<file path="src/rtl/spi_pkg.sv">
// Shared types and constants for the SPI slave front end.
package spi_pkg;

   typedef enum logic [2:0] {
      IDLE      = 3'd0,
      CHK_CMD   = 3'd1,
      WRITE     = 3'd2,
      READ_ADD  = 3'd3,
      READ_DATA = 3'd4
   } spi_state_t;

   // Opcodes carried in rx_data[9:8]; forwarded to the RAM unchecked.
   localparam logic [1:0] OP_WR_ADDR = 2'b00;
   localparam logic [1:0] OP_WR_DATA = 2'b01;
   localparam logic [1:0] OP_RD_ADDR = 2'b10;
   localparam logic [1:0] OP_RD_DATA = 2'b11;

   localparam int FRAME_BITS = 10;
   localparam int TX_BITS    = 8;

endpackage

</file>
<file path="src/rtl/spi_shift_reg.sv">
// Serial-in/parallel-out receive shifter, parallel-in/serial-out transmit
// shifter and a shared bit counter. All sequencing is owned by the caller.
module spi_shift_reg #(
   parameter int RX_W  = 10,
   parameter int TX_W  = 8,
   parameter int CNT_W = 4
) (
   input  logic             clk,
   input  logic             rst_n,
   input  logic             clr,
   input  logic             cnt_clr,
   input  logic             cnt_inc,
   input  logic             rx_en,
   input  logic             sin,
   input  logic             tx_load,
   input  logic [TX_W-1:0]  tx_pin,
   input  logic             tx_en,
   output logic [RX_W-1:0]  rx_word,
   output logic             sout,
   output logic [CNT_W-1:0] cnt
);

   logic [RX_W-2:0] rx_sr;
   logic [TX_W-1:0] tx_sr;

   // The word that would be complete if the current bit is the last one,
   // so the caller can register it on the same edge that samples it.
   assign rx_word = {rx_sr, sin};
   assign sout    = tx_sr[TX_W-1];

   // Counter and both shifters; clr wipes everything for a fresh frame.
   always_ff @(posedge clk) begin
      if (!rst_n || clr) begin
         rx_sr <= '0;
         tx_sr <= '0;
         cnt   <= '0;
      end else begin
         if (cnt_clr)      cnt <= '0;
         else if (cnt_inc) cnt <= cnt + 1'b1;
         if (rx_en)        rx_sr <= rx_word[RX_W-2:0];
         if (tx_load)      tx_sr <= tx_pin;
         else if (tx_en)   tx_sr <= {tx_sr[TX_W-2:0], 1'b0};
      end
   end

endmodule

</file>
<file path="src/rtl/spi_slave_ctrl.sv">
// SPI slave front end: deserialises MOSI command frames for the RAM and
// serialises RAM read data back onto MISO. SPI clock is assumed equal to clk.
module spi_slave_ctrl
   import spi_pkg::*;
#(
   parameter int MEM_WIDTH = 8
) (
   input  logic                 clk,
   input  logic                 rst_n,
   input  logic                 SS_n,
   input  logic                 MOSI,
   output logic                 MISO,
   output logic [MEM_WIDTH+1:0] rx_data,
   output logic                 rx_valid,
   input  logic [MEM_WIDTH-1:0] tx_data,
   input  logic                 tx_valid
);

   localparam int RX_W  = MEM_WIDTH + 2;
   localparam int TX_W  = MEM_WIDTH;
   localparam int CNT_W = $clog2(RX_W + 1);

   spi_state_t       state;
   logic             rd_addr_seen;
   logic             rx_done;   // 10-bit payload received this frame
   logic             tx_busy;   // MISO transmit in progress
   logic             tx_done;   // transmit finished; idle until SS_n rises

   logic             clr, cnt_clr, cnt_inc, rx_en, last_bit, tx_load, tx_en, active;
   logic [RX_W-1:0]  rx_word;
   logic             sout;
   logic [CNT_W-1:0] cnt;

   // Datapath strobes derived from the current state and frame progress.
   always_comb begin
      active   = !SS_n && (state == WRITE || state == READ_ADD || state == READ_DATA);
      clr      = (state == IDLE) || SS_n;
      rx_en    = active && !rx_done;
      last_bit = rx_en && (cnt == CNT_W'(RX_W - 1));
      tx_load  = active && (state == READ_DATA) && rx_done && !tx_busy && !tx_done && tx_valid;
      tx_en    = active && (state == READ_DATA) && tx_busy && (cnt < CNT_W'(TX_W));
      cnt_clr  = last_bit;
      cnt_inc  = rx_en || tx_load || tx_en;
   end

   // Bit 7 goes straight to MISO on the capture edge; the shifter holds the
   // remaining bits pre-shifted so its MSB is always the next bit to drive.
   spi_shift_reg #(.RX_W(RX_W), .TX_W(TX_W), .CNT_W(CNT_W)) u_shift (
      .clk     (clk),
      .rst_n   (rst_n),
      .clr     (clr),
      .cnt_clr (cnt_clr),
      .cnt_inc (cnt_inc),
      .rx_en   (rx_en),
      .sin     (MOSI),
      .tx_load (tx_load),
      .tx_pin  ({tx_data[TX_W-2:0], 1'b0}),
      .tx_en   (tx_en),
      .rx_word (rx_word),
      .sout    (sout),
      .cnt     (cnt)
   );

   // Frame FSM with registered outputs.
   always_ff @(posedge clk) begin
      if (!rst_n) begin
         state        <= IDLE;
         MISO         <= 1'b0;
         rx_data      <= '0;
         rx_valid     <= 1'b0;
         rd_addr_seen <= 1'b0;
         rx_done      <= 1'b0;
         tx_busy      <= 1'b0;
         tx_done      <= 1'b0;
      end else begin
         rx_valid <= 1'b0;
         if (state == IDLE || SS_n) begin
            // Idle or frame aborted: everything but rd_addr_seen restarts.
            MISO    <= 1'b0;
            rx_done <= 1'b0;
            tx_busy <= 1'b0;
            tx_done <= 1'b0;
            state   <= (state == IDLE && !SS_n) ? CHK_CMD : IDLE;
         end else if (state == CHK_CMD) begin
            if (!MOSI)             state <= WRITE;
            else if (rd_addr_seen) state <= READ_DATA;
            else                   state <= READ_ADD;
         end else if (last_bit) begin
            rx_data  <= rx_word;
            rx_valid <= 1'b1;
            rx_done  <= 1'b1;
            if (state == READ_ADD) rd_addr_seen <= 1'b1;
         end else if (tx_load) begin
            MISO    <= tx_data[TX_W-1];
            tx_busy <= 1'b1;
         end else if (tx_en) begin
            MISO <= sout;
            if (cnt == CNT_W'(TX_W - 1)) rd_addr_seen <= 1'b0;
         end else if (tx_busy) begin
            MISO    <= 1'b0;
            tx_busy <= 1'b0;
            tx_done <= 1'b1;
         end
      end
   end

endmodule

</file>
<file path="config.mk">
export PLATFORM = sky130hd
export DESIGN_NAME = spi_slave_ctrl
export DESIGN_NICKNAME = d
export VERILOG_FILES = /design/src/rtl/spi_pkg.sv /design/src/rtl/spi_shift_reg.sv /design/src/rtl/spi_slave_ctrl.sv
export SDC_FILE = /design/constraint.sdc
export NUM_CORES = 1
export LEC_CHECK = 0
export ABC_CLOCK_PERIOD_IN_PS = 2000
export CAP_MARGIN = 40
export CORE_UTILIZATION = 54
export CTS_CLUSTER_SIZE = 16
export DETAILED_ROUTE_END_ITERATION = 12
export PLACE_DENSITY = 0.89
export SLEW_MARGIN = 15
export SYNTH_ARGS = -nofsm -noshare
export SYNTH_HDL_FRONTEND = slang
export SYNTH_HIERARCHICAL = 1
export SYNTH_SLANG_ARGS = --single-unit
</file>
<file path="constraint.sdc">
create_clock -name clk -period 2 [get_ports clk]
set_input_delay 0.6 -clock clk [delete_from_list [all_inputs] [get_ports clk]]
set_output_delay 0.6 -clock clk [all_outputs]
set_load 0.03 [all_outputs]
</file>
# After elaboration in Yosys (flattened, before gate mapping)
# Index checks and enable logic that the tools add are counted.
# Widths: inputs -> output; s select.
# word_totals
reg_bits,39
in_bits,13
out_inout_bits,12
word_cells,83
# op_classes
addsub,1
n_lt_le_gt_ge,1
eq_ne,9
n_mux,18
n_bitwise,6
reduce_logical,37
# ops
operator,count
$mux 8,2
$mux 1,12
$mux 3,4
$logic_and 1x1->1,11
$reduce_and 3->1,3
$reduce_bool 2->1,4
$eq 3x2->1 const B,2
$logic_or 1x1->1,6
$not 1->1,6
$reduce_and 6->1,1
$logic_not 1->1,5
$reduce_and 5->1,1
$add 4x1->4 const B,1
$eq 4x3->1 const B,1
$eq 4x4->1 const B,1
$lt 4x4->1 const B,1
$ne 2x2->1 const B,2
$reduce_or 2->1,2
$eq 3x1->1 const B,1
$eq 3x3->1 const B,1
$logic_not 3->1,1
$reduce_bool 3->1,1
$reduce_or 3->1,1
$ne 2x1->1 const B,1
$reduce_and 2->1,1

# Logic depth before layout (Yosys ltp)
# Gate-level depths: netlist (run 1).
# depth
word_depth,11
ltp_mapped,7
depth_no_buf,6

# By module
# Netlist (run 1), hierarchy kept.
# by_module_without_submodules
module,instances,cells_each,area_each_um2,seq_area_each_um2
spi_shift_reg,1,83,909.6,420.4
spi_slave_ctrl,1,95,908.4,380.4

# Worst setup path before layout (run 1)
# No wires, ideal clock.
# synth_timing
kind,input -> register
startpoint,input port tx_valid
endpoint,register u_shift.cnt[3]
setup_ns,0.121
arrival_time_ns,1.743
required_ns,1.879
setup_slack_ns,0.136
cell_stages,6
n_path_buf,0
cell_sequence,nor4bb_1 nand2_1 inv_1 or3_1 nand4_1 mux2_2
# synth_between
elab_chain_len,3
# synth_lines
item,line,source
from (decl),spi_slave_ctrl.sv:16,input logic tx_valid
$logic_and 1x1->1,spi_slave_ctrl.sv:40,tx_load = active && (state == READ_DATA) && rx_done && !tx_busy && !tx_done && tx_valid;
via tx_load,spi_slave_ctrl.sv:29,"logic clr, cnt_clr, cnt_inc, rx_en, last_bit, tx_load, tx_en, active;"
$logic_or 1x1->1 (2 in a row),spi_slave_ctrl.sv:43,cnt_inc = rx_en || tx_load || tx_en;
via cnt_inc,spi_slave_ctrl.sv:29,
to (signal assigned),spi_shift_reg.sv:39,else if (cnt_inc) cnt <= cnt + 1'b1;
to (decl),spi_shift_reg.sv:20,output logic [CNT_W-1:0] cnt
# The timed path passes the listed nets, and every way through them passes these cells.
# A chain may end at the register's enable or synchronous reset.

# Worst setup path in the final report (run 1)
# layout_timing
startpoint,register rx_data[7]
endpoint,output port rx_data[7]
# layout_rtl
item,line,source
from (decl),spi_slave_ctrl.sv:13,"output logic [MEM_WIDTH+1:0] rx_data,"
from (signal assigned),spi_slave_ctrl.sv:89,rx_data <= rx_word;
# No word-level cell between the ends.

==> reports/metrics.cfg, run 1 <==
[run_status]
status = completed

[worst_setup_path]
crit_type = flop to output pin
crit_family = buffers and inverters
cp-end-kind = output pin
cp.arrival_ns = 1.36
startpoint_type = flop
max_stage_delay_ns = 0.67
crit_required_ns = 1.40
crit_chain = clkdlybuf4s50_1
path_buf_inv = 1
cp_max_fo = 2
crit_slowest_cell = clkdlybuf4s50_1

[global_routing]
track_usage_pct = 23.86
grt_overflow = 0
antenna_found_initial = 0
grt_max_degree = 21
grt_pass1_vias = 1350
grt_pass1_wl_um = 6237

[synthesis]
synth_adder_area_share_pct = 0.6882
synth_xor_area_share_pct = 0.4818
ys_seq_area_share_pct = 44.05
synth-main-ff-cell = dfxtp_1
synthTopCellsByArea = dfxtp_1, mux2i_1, nor2_1
yosysTopAreaCell = dfxtp_1
synth_cell_types = 46
synth_top_area_share_pct = 44.05
synth-simple-area-share_pct = 23.19
ys_warn_count = 6
synth-seq-cells = 40
synth_top_family_by_area = simple AND/OR/NAND/NOR gates
synthMuxAreaShare_pct = 15.49
avgSynthCellArea_sq_um = 10.21
synth_nets = 192
synth_cells = 178
syn_area_sq_um = 1818
ys_async_sr_fraction_pct = 0
synth_enable_flop_cells = 0
synth_compound_area_share_pct = 9.498

[place]
post-place-ws_ns = -0.4017
portBuffers = 24
place_congestion = 0.8576
hpwl_um = 2700
placed_area_sq_um = 2137

[cells_and_area]
final_util_pct = 71.08
fin_nets = 226
area_growth_pct = 22.30
final_area_sq_um = 2223
final_cell_mix = dfxtp_1, mux2i_1, nor2_1
antenna_cells = 0
final_common_cell = dfxtp_1
drive_gt1_share_pct = 19.25
fill_cells = 239

[sta]
drv_slew = 0
hold_viol = 0
fmax_mhz = 510.2
worstMarginPinSlew_ns = 0.5346
hold_slack_ns = 0.4873
slew_headroom_pct = 64.20
report.final.setup_viol = 0
fin_ws_ns = 0.04008
period_share_pct = 98.00
final.min_clock_period_ns = 1.960
finClkSkew_ns = 0.006578

[clocking]
cts_tree = done
clockBufferDepth = 2
holdBufCountCts = 0
path_clk_slew_ns = 0.12
cts.sink_count = 40
cts.htree.levels = 2
clock_latency_ns = 0.34
cts_buffers = 5
clock-root-buffer = clkbuf_4

[drt]
routedWlPerCell_um = 14.60
first_pass_iters = 4
drcViolationCount = 0
routed_wl_um = 3751
vias_per_cell = 5.463
detail-route-antenna-nets = 0
vias = 1404
dr.first_iter.drc_count = 53

[pwr]
internal_power_mw = 1.000
p_sw_share_pct = 22.54
powerDensity_nw_per_um2 = 580.8
power_frac_seq_pct = 61.9
power.share.clock_pct = 33.2
p_sw_uw = 291.1
ir_drop_mv = 0.4795
combPwrFrac_pct = 5.0
leakagePower_nw = 0.8876

[worst_hold_path]
hp-class = flop to flop

[die]
rows = 20
start_util_pct = 58.12
ios = 25
die_y_um = 60.02
die_x_um = 60.02
core_area_sq_um = 3128
dieArea_sq_um = 3602

[job]
maxCapViolations = 0

[final timing paths]
path              cells past startpoint  startpoint              to  slack, ns
setup reg to reg                      6    state[2]  u_shift/cnt[3]       0.11
hold reg to reg                       2     tx_done         tx_done       0.49
hold / removal                        2     tx_done         tx_done       0.49
setup / recovery                      1  rx_data[7]      rx_data[7]       0.04
[synthesized netlist by cell type (2+ instances only)]
cell and number:
nand2b_1 2, a21oi_1 4, nor2b_2 7, o21ai_0 3
nor2_1 25, buf_6 6, or3_1 2, dfxtp_1 40
inv_1 6, nor3_1 4, buf_2 3, nor4bb_1 3
and2_1 2, a211oi_1 10, nand2_1 3, mux2i_1 27
nand4_1 2
[per-layer routing]
metal,part of all wire [%],vias up,track usage [%]
met5,0,-,0
li1,-,689,-
met2,53,28,40.32
met4,1.2,0,10.96
met1,42,682,28.65
met3,3.2,5,5.411
[power by group through the flow]
stage / combinational, mW / sequential [mW] / clock (mW)
2_1_floorplan: 0.0252 / 0.816 / 0
3_3_place_gp: 0.0621 / 0.817 / 0
3_5_place_dp: 0.0644 / 0.817 / 0
4_1_cts: 0.0640 / 0.799 / 0.440
5_1_grt: 0.0700 / 0.799 / 0.468
6_report: 0.0642 / 0.799 / 0.429
[cell type report]
cell class                      instances  area [sq um]  area share, %
Multi-Input combinational cell        121         912.1          41.02
Inverter                                6         22.52          1.013
Sequential cell                        40         800.8          36.02
Timing Repair Buffer                   38         371.6          16.71
Clock inverter                          2         10.01         0.4502
Tap cell                               44         55.05          2.476
Clock buffer                            6         51.30          2.307
[through the flow]
stage / total power, mW / std cells / TNS, ns
floorplan: 0.8415 / 178 / 0
finish: 1.291 / 257 / 0
global route: 1.337 / 257 / -0.1381
global placement: 0.8788 / 249 / -2.948
detailed placement: 0.8812 / 249 / -5.318
CTS: 1.303 / 257 / 0
[flip-flops by register name, indices dropped and copies added (netlist names)]
register / cells
state: 3
rx_data: 10
u_shift/tx_sr: 8
u_shift/cnt: 4
rd_addr_seen: 1
rx_done: 1
rx_valid: 1
u_shift/rx_sr: 9
tx_busy: 1
tx_done: 1
MISO: 1
[cell families after synthesis]
logic type	count (synthesis)
AO/OA/AOI/OAI	24
XOR/XNOR	1
adder cells (fa/ha/maj)	1
buffers and inverters	17
flip-flops	40
multiplexers	28
other	1
AND/OR/NAND/NOR	66
[timing repair]
item	CTS	global route
setup endpoints to repair	4	8
resized for setup	3	9
buffers inserted	0	0
No activity file was read; power rests on OpenSTA's default activity.
==> inputs of run 2 (changes only) <==
--- a/config.mk
+++ b/config.mk
@@ -5,12 +5,13 @@
 export SDC_FILE = /design/constraint.sdc
 export NUM_CORES = 1
 export LEC_CHECK = 0
-export ABC_CLOCK_PERIOD_IN_PS = 2000
+export ABC_CLOCK_PERIOD_IN_PS = 1940
 export CAP_MARGIN = 40
 export CORE_UTILIZATION = 54
 export CTS_CLUSTER_SIZE = 16
 export DETAILED_ROUTE_END_ITERATION = 12
 export PLACE_DENSITY = 0.89
+export SETUP_SLACK_MARGIN = 0.05
 export SLEW_MARGIN = 15
 export SYNTH_ARGS = -nofsm -noshare
 export SYNTH_HDL_FRONTEND = slang
==> constraint.sdc (replaced) <==
create_clock -name clk -period 1.94 [get_ports clk]
set_input_delay 0.582 -clock clk [delete_from_list [all_inputs] [get_ports clk]]
set_output_delay 0.582 -clock clk [all_outputs]
set_load 0.03 [all_outputs]
==> run 2 against run 1 <==
Non-clock buffer count fell by 1. Critical path depth is 5 higher. Flip-flop and latch count is the same. Critical endpoint is now u_shift/cnt[3]. Die area unchanged. Worst hold slack better by 0.017 ns. Global-route usage down 0.10 points. Final cell count down 0.39%. Clock-buffer cell count unchanged. Sequential share of layout area decreased by 0.29 points. First-iteration DRC count rose by 23%. Via count shrank 1.2%.
==> reports/metrics.cfg, run 2 (synthesized netlist as in run 1, its figures left out) <==
[run_status]
status = completed

[drt]
first_pass_iters = 4
detail-route-antenna-nets = 0
vias_per_cell = 5.418
routedWlPerCell_um = 14.62
routed_wl_um = 3743
drcViolationCount = 0
dr.first_iter.drc_count = 65
vias = 1387

[clocking]
cts_buffers = 5
path_clk_slew_ns = 0.13
cts.sink_count = 40
clock-root-buffer = clkbuf_4
clock_latency_ns = 0.36
holdBufCountCts = 0
post_cts_buffers = 0
clockBufferDepth = 2
cts.htree.levels = 2
cts_tree = done

[cells_and_area]
fin_nets = 225
final_cell_mix = dfxtp_1, mux2i_1, nor2_1
area_growth_pct = 23.47
antenna_cells = 0
final_common_cell = dfxtp_1
instances_no_fill = 256
top_register = rx_data
drive_gt1_share_pct = 21.23
final_util_pct = 71.76
final_area_sq_um = 2245
top_regs = rx_data x10, u_shift/rx_sr x9, u_shift/tx_sr x8
largest_reg_flops = 10

[die]
die_y_um = 60.02
dieArea_sq_um = 3602
start_util_pct = 58.12
rows = 20
ios = 25
core_area_sq_um = 3128
die_x_um = 60.02

[worst_setup_path]
cp-end-kind = flop
cp_max_fo = 3
startpoint_type = flop
cp.arrival_ns = 2.08
crit_required_ns = 2.19
ff2ff_path_depth = 6
crit_type = flop to flop

[global_routing]
track_usage_pct = 23.76
antenna_found_initial = 0
grt_max_degree = 21
grt_pass1_wl_um = 6230
grt_overflow = 0
grt_pass1_vias = 1378

[pwr]
p_sw_uw = 320.4
power.share.clock_pct = 40.2
internal_power_mw = 1.167
powerDensity_nw_per_um2 = 662.5
power_frac_seq_pct = 55.4
ir_drop_mv = 0.6162
leakagePower_nw = 0.8208
p_sw_share_pct = 21.55
combPwrFrac_pct = 4.4

[place]
portBuffers = 24
placed_area_sq_um = 2130
post-place-ws_ns = -0.3815
dp.cells = 248
hpwl_um = 2604
place_congestion = 0.8183

[sta]
finClkSkew_ns = 0.01947
drv_slew = 0
period_share_pct = 94.65
fin_ws_ns = 0.1038
report.final.setup_viol = 0
worstMarginPinSlew_ns = 0.5446
final.min_clock_period_ns = 1.836
fmax_mhz = 544.6
slew_headroom_pct = 63.54
rsz0062_at_grt = no
hold_viol = 0
setup_tns_ns = 0

[job]
maxCapViolations = 0

[worst_hold_path]
hp-class = flop to flop
worst_hold_path.num_cells = 2

run 2: changes by cell type in the layout (fill, tap and decap cells not counted), moves of 2 or more:
cell and change:
a211oi_1 -2, clkinv_2 -2, clkdlybuf4s50_1 -4, dlymetal6s2s_1 -6, a211oi_2 +2, dlygate4sd2_1 +10
run 2: cell type report:
type,instances,area [sq um]
tap,44,55.05
clock inverter,2,38.79
clock buffer,6,51.30
sequential,40,802.0
timing repair buffer,37,336.6
multi-input combinational,121,938.4
inverter,6,22.52
fill,230,883.3
run 2: through the flow:
| stage | power, mW | hold slack, ns |
|---|---|---|
| floorplan | 0.8675 | 0.4256 |
| global placement | 0.9045 | 0.4413 |
| detailed placement | 0.9069 | 0.4472 |
| CTS | 1.492 | 0.4986 |
| global route | 1.531 | 0.5337 |
| finish | 1.487 | 0.5043 |
run 2: per-layer routing:
layer  global-route usage, %  vias to the layer above  part of all wire (%)
met5                       0                        -                     0
met1                   28.77                      656                    44
met2                   38.89                       28                    50
met3                   4.978                       13                   3.0
met4                   13.62                        0                   3.0
li1                        -                      690                     -
run 2: power groups by stage:
stage / clock network, mW / registers, mW / logic, mW
finish: 0.598 / 0.824 / 0.0655
global route: 0.637 / 0.825 / 0.0703
CTS: 0.604 / 0.824 / 0.0640
detailed placement: 0 / 0.842 / 0.0645
global placement: 0 / 0.842 / 0.0626
floorplan: 0 / 0.842 / 0.0260
run 2: final timing paths:
check | start | to | slack (ns)
min | rx_data[6] | rx_data[6] | 0.50
min reg2reg | rx_data[6] | rx_data[6] | 0.50
max | state[2] | u_shift/cnt[3] | 0.10
max reg2reg | state[2] | u_shift/cnt[3] | 0.10
run 2: timing repair:
item / in CTS / in global routing
pin swaps: 0 / 1
resized for setup: 14 / 8
hold endpoints to repair: 0 / 0
endpoints found under the setup margin: 16 / 10
run 2: critical path, cell delays in order, from the launching register on:
cell and delay, ns:
dfxtp_2 0.36, nor3b_2 0.17, or2_0 0.22, and2_4 0.15, or3_4 0.37, nand4_1 0.10
mux2_2 0.34
==> RTL edit, RTL diff (settings of run 1) <==
`MEM_WIDTH`: 8 -> 4.
--- a/src/rtl/spi_slave_ctrl.sv
+++ b/src/rtl/spi_slave_ctrl.sv
@@ -4,5 +4,5 @@
    import spi_pkg::*;
 #(
-   parameter int MEM_WIDTH = 8
+   parameter int MEM_WIDTH = 4
 ) (
    input  logic                 clk,
Interface: changed (resized rx_data and tx_data); port bits go from 25 to 17. The function was not compared with the original's and may differ.
==> RTL edit against run 1 <==
  * The flow now finishes with violations (setup timing)
  * Register-to-register slack better by 40 ps
  * Total power down 36%
  * Clock power down 44%
  * Setup slack worse by 70 ps
  * Hold slack better by 20 ps
  * Synthesized area down 34%
  * Combinational power down 23%
  * Sequential cell count down 13
  * Design area down 30%
  * Sequential share of layout area down 1.5 points
  * Count of clock-buffer cells in the layout down 3
  * Routed wire length down 27%
  * Global-route usage up 0.37 points
  * Critical endpoint is now u_shift/cnt[2]$_SDFFE_PP0P_
  * Largest power group unchanged
  * Highest routed layer unchanged
==> RTL edit: results (changes against run 1) <==
final wirelength 2.73 mm (-27%); worst ir drop on vdd 0.529 mV (+10%); switch share 22.4% (-0.13 points); synth unique cells 42 (-8.7%); final setup fails 2 (+2); cell count after placement 179 (-28%); fin nets 167 (-26%); CTS buffer count 3 (-2); Leak Pwr 0.648 nW (-27%); Worst Path Arrival 2280 ps (+920 ps); CP startpoint SS_n; area of the multi-input gates 664 sq um (-27%); post-synthesis adder-cell area fraction 1.04% (+0.35 points); CP Capture Type flip-flop; CTS clk-pin slew, worst paths 150 ps (+30 ps); Total Neg Setup Slack -42.6 ps (-42.6 ps); mux share of post-synthesis cell area 12.4% (-3.0 points); Crit-path slowest cell or4b_4; register area share after synthesis 44.8% (+0.72 points); drt via density 5.58 (+2.2%); worst setup margin -30.3 ps (-70.3 ps); worst reg2reg endpoint u_shift/cnt[2]$_SDFFE_PP0P_; status finished, violations left; clock skew 7.16 ps (+0.578 ps); failing checks setup timing; H-tree Lvls 1 (-1); HPWL after DPL 1.81 mm (-33%)
## RTL edit: cell types whose count changed in the layout (fill, tap and decap cells not counted), sizes merged, moves of 4 or more
| cell | change |
|---|---|
| nor2 | -5 |
| clkdlybuf4s50 | -4 |
| dfxtp | -13 |
| a211oi | -5 |
| nor2b | -5 |
| mux2i | -12 |
## RTL edit: per-stage QoR
step                total power, mW  hold slack [ps]
detailed placement            0.600              478
floorplan                     0.570              460
CTS                           0.840              515
global placement              0.598              474
finish                        0.829              507
global route                  0.868              537
## RTL edit: metal layers
metal | up-vias | global-route usage (%) | share of wire [%]
met5 | - | 0 | 0
met4 | 0 | 10.3 | 0.51
met1 | 484 | 28.4 | 43
met3 | 2 | 2.80 | 3.3
met2 | 27 | 43.8 | 53
li1 | 509 | - | -
## RTL edit: layout make-up
class,count,share of cell area [%]
sequential,27,34.6
inverter,6,1.44
multi-input combinational,90,42.5
clock inverter,1,0.480
timing repair buffer,29,17.4
tap,27,2.16
clock buffer,3,1.44
